[src/rtl/axi_eth_pkg.sv]
// Shared types and constants for the AXI Ethernet TX bridge: FSM states,
// control-frame flag, checksum modes and control-word layout.
package axi_eth_pkg;

    typedef enum logic [1:0] {
        ST_IDLE = 2'd0,
        ST_TXC  = 2'd1,
        ST_TXD  = 2'd2
    } state_t;

    localparam logic [31:0] TXC_FLAG_NORMAL = 32'hA000_0000;

    localparam logic [1:0] CSUM_MODE_NONE    = 2'd0;
    localparam logic [1:0] CSUM_MODE_PARTIAL = 2'd1;
    localparam logic [1:0] CSUM_MODE_FULL    = 2'd2;

    localparam logic [15:0] TXC_IDX_FLAG   = 16'd0;
    localparam logic [15:0] TXC_IDX_MODE   = 16'd1;
    localparam logic [15:0] TXC_IDX_OFFSET = 16'd2;
    localparam logic [15:0] TXC_IDX_INIT   = 16'd3;

    // Words past the checksum fields are always zero padding.
    function automatic logic [31:0] txc_word(
        input logic [15:0] idx,
        input bit          csum_en,
        input logic [1:0]  mode,
        input logic [15:0] csum_beg,
        input logic [15:0] csum_ins,
        input logic [15:0] csum_init
    );
        logic [31:0] word;
        word = 32'h0;
        case (idx)
            TXC_IDX_FLAG:   word = TXC_FLAG_NORMAL;
            TXC_IDX_MODE:   word = csum_en ? {30'b0, mode} : 32'h0;
            TXC_IDX_OFFSET: word = csum_en ? {csum_beg, csum_ins} : 32'h0;
            TXC_IDX_INIT:   word = csum_en ? {16'b0, csum_init} : 32'h0;
            default:        word = 32'h0;
        endcase
        return word;
    endfunction

endpackage

[src/rtl/axi_eth_txc_gen.sv]
// Control-frame generator: latches checksum config at frame start and emits
// TXC_WORDS registered words on the txc stream, pulsing txc_done on the last.
module axi_eth_txc_gen
    import axi_eth_pkg::*;
#(
    parameter int TXC_WORDS = 6,
    parameter bit CSUM_EN   = 1'b0
) (
    input  logic        aclk,
    input  logic        aresetn,
    input  logic        start,
    input  logic        active,
    input  logic [1:0]  cfg_csum_mode,
    input  logic [15:0] cfg_csum_begin,
    input  logic [15:0] cfg_csum_insert,
    input  logic [15:0] cfg_csum_init,
    output logic [31:0] m_axis_txc_tdata,
    output logic [3:0]  m_axis_txc_tkeep,
    output logic        m_axis_txc_tlast,
    output logic        m_axis_txc_tvalid,
    input  logic        m_axis_txc_tready,
    output logic        txc_done
);

    localparam int IDX_W = $clog2(TXC_WORDS);
    localparam logic [IDX_W-1:0] LAST_IDX = IDX_W'(TXC_WORDS - 1);

    logic [IDX_W-1:0] idx_reg;
    logic [1:0]       mode_reg;
    logic [15:0]      beg_reg;
    logic [15:0]      ins_reg;
    logic [15:0]      init_reg;
    logic [31:0]      tdata_reg;
    logic             tvalid_reg;
    logic             tlast_reg;

    logic             handshake;
    logic [IDX_W-1:0] load_idx;
    logic [31:0]      load_word;

    assign handshake = tvalid_reg & m_axis_txc_tready;
    // First word loads from the cleared index; later words load the successor.
    assign load_idx  = tvalid_reg ? idx_reg + 1'b1 : idx_reg;
    assign load_word = txc_word(16'(load_idx), CSUM_EN, mode_reg, beg_reg, ins_reg, init_reg);

    always_ff @(posedge aclk or negedge aresetn) begin
        if (!aresetn) begin
            idx_reg    <= '0;
            mode_reg   <= '0;
            beg_reg    <= '0;
            ins_reg    <= '0;
            init_reg   <= '0;
            tdata_reg  <= '0;
            tvalid_reg <= 1'b0;
            tlast_reg  <= 1'b0;
        end else if (start) begin
            idx_reg    <= '0;
            mode_reg   <= cfg_csum_mode;
            beg_reg    <= cfg_csum_begin;
            ins_reg    <= cfg_csum_insert;
            init_reg   <= cfg_csum_init;
            tvalid_reg <= 1'b0;
            tlast_reg  <= 1'b0;
        end else if (active) begin
            if (!tvalid_reg) begin
                tdata_reg  <= load_word;
                tvalid_reg <= 1'b1;
                tlast_reg  <= (load_idx == LAST_IDX);
            end else if (handshake) begin
                if (tlast_reg) begin
                    tdata_reg  <= '0;
                    tvalid_reg <= 1'b0;
                    tlast_reg  <= 1'b0;
                end else begin
                    idx_reg   <= load_idx;
                    tdata_reg <= load_word;
                    tlast_reg <= (load_idx == LAST_IDX);
                end
            end
        end
    end

    assign m_axis_txc_tdata  = tdata_reg;
    assign m_axis_txc_tkeep  = 4'hF;
    assign m_axis_txc_tlast  = tlast_reg;
    assign m_axis_txc_tvalid = tvalid_reg;
    assign txc_done          = handshake & tlast_reg;

endmodule

[src/rtl/axi_eth_tx_bridge.sv]
// AXI Ethernet TX bridge: per user frame, one control frame on txc followed
// by a zero-latency passthrough of the frame on txd; sinks and counts TX status.
module axi_eth_tx_bridge
    import axi_eth_pkg::*;
#(
    parameter int DATA_WIDTH = 32,
    parameter int TXC_WORDS  = 6,
    parameter bit CSUM_EN    = 1'b0
) (
    input  logic                    aclk,
    input  logic                    aresetn,
    input  logic [DATA_WIDTH-1:0]   s_axis_txd_tdata,
    input  logic [DATA_WIDTH/8-1:0] s_axis_txd_tkeep,
    input  logic                    s_axis_txd_tlast,
    input  logic                    s_axis_txd_tvalid,
    output logic                    s_axis_txd_tready,
    input  logic [31:0]             s_axis_txs_tdata,
    input  logic [3:0]              s_axis_txs_tkeep,
    input  logic                    s_axis_txs_tlast,
    input  logic                    s_axis_txs_tvalid,
    output logic                    s_axis_txs_tready,
    output logic [31:0]             m_axis_txc_tdata,
    output logic [3:0]              m_axis_txc_tkeep,
    output logic                    m_axis_txc_tlast,
    output logic                    m_axis_txc_tvalid,
    input  logic                    m_axis_txc_tready,
    output logic [DATA_WIDTH-1:0]   m_axis_txd_tdata,
    output logic [DATA_WIDTH/8-1:0] m_axis_txd_tkeep,
    output logic                    m_axis_txd_tlast,
    output logic                    m_axis_txd_tvalid,
    input  logic                    m_axis_txd_tready,
    input  logic [1:0]              cfg_csum_mode,
    input  logic [15:0]             cfg_csum_begin,
    input  logic [15:0]             cfg_csum_insert,
    input  logic [15:0]             cfg_csum_init,
    output logic [31:0]             frame_count,
    output logic [31:0]             status_count,
    output logic                    busy
);

    state_t      state_reg;
    state_t      state_next;
    logic        txc_start;
    logic        txc_done;
    logic        in_txd;
    logic        txd_hs;
    logic        txs_hs_last;
    logic        txs_ready_reg;
    logic [31:0] frame_count_reg;
    logic [31:0] status_count_reg;
    logic        unused_txs_payload;

    axi_eth_txc_gen #(
        .TXC_WORDS (TXC_WORDS),
        .CSUM_EN   (CSUM_EN)
    ) u_txc_gen (
        .aclk              (aclk),
        .aresetn           (aresetn),
        .start             (txc_start),
        .active            (state_reg == ST_TXC),
        .cfg_csum_mode     (cfg_csum_mode),
        .cfg_csum_begin    (cfg_csum_begin),
        .cfg_csum_insert   (cfg_csum_insert),
        .cfg_csum_init     (cfg_csum_init),
        .m_axis_txc_tdata  (m_axis_txc_tdata),
        .m_axis_txc_tkeep  (m_axis_txc_tkeep),
        .m_axis_txc_tlast  (m_axis_txc_tlast),
        .m_axis_txc_tvalid (m_axis_txc_tvalid),
        .m_axis_txc_tready (m_axis_txc_tready),
        .txc_done          (txc_done)
    );

    assign in_txd      = (state_reg == ST_TXD);
    assign txd_hs      = in_txd & s_axis_txd_tvalid & m_axis_txd_tready;
    assign txs_hs_last = txs_ready_reg & s_axis_txs_tvalid & s_axis_txs_tlast;

    always_ff @(posedge aclk or negedge aresetn) begin
        if (!aresetn) begin
            state_reg <= ST_IDLE;
        end else begin
            state_reg <= state_next;
        end
    end

    always_comb begin
        state_next = state_reg;
        txc_start  = 1'b0;
        case (state_reg)
            ST_IDLE: begin
                if (s_axis_txd_tvalid) begin
                    state_next = ST_TXC;
                    txc_start  = 1'b1;
                end
            end
            ST_TXC: begin
                if (txc_done) state_next = ST_TXD;
            end
            ST_TXD: begin
                if (txd_hs && s_axis_txd_tlast) state_next = ST_IDLE;
            end
            default: state_next = ST_IDLE;
        endcase
    end

    // Status and frame counters are independent and may step on the same edge.
    always_ff @(posedge aclk or negedge aresetn) begin
        if (!aresetn) begin
            txs_ready_reg    <= 1'b0;
            frame_count_reg  <= '0;
            status_count_reg <= '0;
        end else begin
            txs_ready_reg <= 1'b1;
            if (txd_hs && s_axis_txd_tlast) frame_count_reg <= frame_count_reg + 32'd1;
            if (txs_hs_last) status_count_reg <= status_count_reg + 32'd1;
        end
    end

    assign m_axis_txd_tdata   = s_axis_txd_tdata;
    assign m_axis_txd_tkeep   = s_axis_txd_tkeep;
    assign m_axis_txd_tlast   = in_txd & s_axis_txd_tlast;
    assign m_axis_txd_tvalid  = in_txd & s_axis_txd_tvalid;
    assign s_axis_txd_tready  = in_txd & m_axis_txd_tready;
    assign s_axis_txs_tready  = txs_ready_reg;
    assign frame_count        = frame_count_reg;
    assign status_count       = status_count_reg;
    assign busy               = (state_reg != ST_IDLE);
    assign unused_txs_payload = ^{s_axis_txs_tdata, s_axis_txs_tkeep};

endmodule
[config.mk]
export PLATFORM = sky130hd
export DESIGN_NAME = axi_eth_tx_bridge
export DESIGN_NICKNAME = d
export VERILOG_FILES = /design/src/rtl/axi_eth_pkg.sv /design/src/rtl/axi_eth_txc_gen.sv /design/src/rtl/axi_eth_tx_bridge.sv
export SDC_FILE = /design/constraint.sdc
export NUM_CORES = 1
export LEC_CHECK = 0
export ABC_AREA = 0
export ABC_CLOCK_PERIOD_IN_PS = 2300
export BUFFER_PORTS_ARGS = -buffer_cell sky130_fd_sc_hd__buf_2
export CAP_MARGIN = 20
export CORE_AREA = 2 2 105 107
export CTS_CLUSTER_SIZE = 8
export DETAILED_ROUTE_END_ITERATION = 16
export DIE_AREA = 0 0 107 109
export PLACE_DENSITY = 0.8
export RECOVER_POWER = 100
export SYNTH_ARGS = -nofsm -noshare
export SYNTH_HDL_FRONTEND = slang
export SYNTH_SLANG_ARGS = --single-unit
[constraint.sdc]
create_clock -name aclk -period 2.3 [get_ports aclk]
set_clock_uncertainty 0.15 [all_clocks]
set_input_delay 0.23 -clock aclk [delete_from_list [all_inputs] [get_ports aclk]]
set_output_delay 0.23 -clock aclk [all_outputs]
set_load 0.05 [all_outputs]
==> results by group <==
STA
  • RSZ-0062 raised after global routing: no
  • Min Hold Slack: 60.7 ps
  • Setup ws final: 136 ps
  • Final hold vios: 0
  • Setup tns final: 0 ps
  • Min Tclk post-route: 2160 ps
  • # setup viols final: 0
  • Fmax: 462 MHz
  • Worst Max-Slew Pin Slew: 1230 ps
  • Tcrit/Tclk final: between 90% and 100%
  • Slew Limit Fails: 0
  • Slew margin rel.: 17.9%

Routing
  • Starting DRC count in detailed routing: 151
  • DRC violations left: 0
  • DR vias: 2914
  • DR pass1 iterations: 4
  • Routed wire length: 8300 um
  • WL per Instance: 14.0 um
  • Remaining antenna violation count: 0
  • Via/cell ratio: 4.93

GRT
  • Largest net degree at the start of global routing: 53
  • Number of global-route vias before repair: 2777
  • Antenna violations before repair: 0
  • Global-route wire length before repair: between 10000 and 15000 um
  • Global route total overflow: 0
  • Global Route Usage Sum: between 10 and 15%

Yosys
  • Flops & latches, synth: 73
  • Largest cells by area after synthesis: dfrtp_1 45%, buf_4 13%, xor2_1 7.3%
  • Asr flop ratio synth: between 90% and 100%
  • Netlist cell types: 47
  • Post-Syn Area: around 0.0041 mm2
  • Syn Inst Count: 398
  • Top_reg_cell synth: dfrtp_1
  • YS warnings: 0
  • Synthesized area per cell: 10.2 um2
  • Top cell type's share of synthesized area: 44.9%
  • Synth area leader: dfrtp_1
  • Number of synthesized flops with an enable pin: 0
  • Sequential share of the synthesized area: 44.9%

Clock network
  • CTS tree: built
  • H-Tree Depth: 3
  • Num CTS Buffers: 9
  • Skew-Pair Late Insertion Delay: 340 ps
  • CTS clk-pin slew, worst paths: about 80 ps
  • Clk buf depth: 2
  • Post-CTS Resized: 0
  • Clock Root Buffer: clkbuf_8
  • Setup bufs post-CTS: 0
  • Clock sinks: 73

Worst setup path
  • CP Buf/Inv Count: 0
  • Crit-path cells: ha_1, nand4b_1, or4_4, nor4b_1, xor2_1
  • WP data arrival: 2270 ps
  • CP Capture Type: register
  • Crit Path Category: reg2reg
  • CP Launch Type: register
  • Top cell family by delay on the critical path: simple AND/OR/NAND/NOR gates
  • Max FO, Critical Path: 5
  • WP data required: ~2400 ps
  • Slowest cell on crit path: or4_4
  • Critical Path Max Stage Delay: 580 ps

Finish
  • Fin cells: ~600
  • Final Util: approximately two fifths
  • Most frequent cells in the layout: 75 x clkbuf_1, 73 x dfrtp_1, 35 x conb_1
  • Area grow syn2layout: 5.99%
  • Total Nets Final: 580
  • Diode count: 0
  • Post-route design area: 0.00432 mm2
  • Commonest non-fill, non-tap cell in the layout: clkbuf_1
  • Share of layout cells above drive strength 1: approximately 7.5%

Power and ir drop
  • Pwr Density: between 700 and 800 mW/mm2
  • Total power: 3.30 mW
  • LEAKAGE: around 2.1 nW
  • Maximum VDD drop: 0.751 mV

Floorplan
  • Die ar.: approximately 0.012 mm2
  • Rows: 38
  • Total core area: 0.0106 mm2
  • Initial core utilization: 38.4%
  • Die X: about 110 um
  • Io pins: 273
  • Die height: 109 um

Outcome
  • Status: complete, no violations

Job
  • Total of max-cap violations: 0

Min path
  • Worst min path class: in2reg

Place
  • DP HPWL: 6120 um
  • Placed insts: 575
  • Dpl cell area: 0.00424 mm2
  • Global placement routability congestion: 0.849
  • Buffers added on ports: 80
  • Setup WS pre-CTS: 235 ps
==> worst register-to-register path, delay by kind of cell (launching register included) <==
kind | cells | cell delay [ps]
xor gates and xnor gates | 1 | 180
DFF | 1 | 420
adders and majority gates | 1 | 190
and+or+nand+nor | 3 | 1140
==> power breakdown <==
group	total (mW)	leakage [nW]	internal [mW]	switching, mW
logic	0.778	0.983	0.208	0.570
clock network	0.997	0.0981	0.523	0.475
registers	1.52	0.980	1.38	0.143
total	3.30	2.06	2.11	1.19
==> synthesized netlist by cell type (8+ instances only) <==
master,count
dfrtp_1,73
nand4_1,17
nand3_1,20
nor3_1,17
nor2_1,14
nand2_1,28
and3_1,12
buf_4,71
xor2_1,34
inv_1,9
and2_1,8
and4_1,8
xnor2_1,30
nor4_1,10
==> layer usage <==
metal | track usage [%] | vias to the layer above | part of all wire (%)
met2 | 22.0 | 121 | 46
met3 | 5.62 | 6 | 8.6
li1 | - | 1362 | -
met4 | 5.57 | 0 | 0.98
met5 | 0 | - | 0
met1 | 18.8 | 1425 | 44
==> cell type report <==
type | instances | area (um2)
Fill cell | 1063 | 6290
Sequential cell | 73 | 1830
Multi-Input combinational cell | 271 | 1750
Timing Repair Buffer | 83 | 342
Tap cell | 140 | 175
Clock buffer | 10 | 138
Clock inverter | 5 | 56.3
Inverter | 9 | 33.8
==> timing repair <==
action,CTS,global route
hold buffers,1,0
endpoints found under the hold margin,21,0
setup endpoints to repair,0,0
==> logic make-up (layout without fill, tap and decap cells) <==
| group | count (synthesis) | count (layout) | synth area share (%) |
|---|---|---|---|
| AOI/OAI and AO/OA | 9 | 9 | 1.38 |
| other | 2 | 35 | 0.184 |
| xor gates and xnor gates | 65 | 65 | 14.2 |
| muxes | 2 | 2 | 0.522 |
| adders and majority gates | 3 | 3 | 0.922 |
| buffers and inverters | 87 | 107 | 14.7 |
| DFF | 73 | 73 | 44.9 |
| and+or+nand+nor | 157 | 157 | 23.3 |
==> worst paths after layout <==
path,startpoint,endpoint,slack [ps],cells past startpoint
worst max-delay path,frame_count[0],frame_count[28],140,5
worst min-delay path,s_axis_txs_tvalid,status_count[0],60,3
worst max register to register,frame_count[0],frame_count[28],140,5
worst min register to register,status_count[31],status_count[31],310,1
max in group asynchronous,aresetn,u_txc_gen.idx_reg[2],610,3
min in group asynchronous,aresetn,status_count[11],520,2
Note: power is estimated with default switching activity, not from simulation.
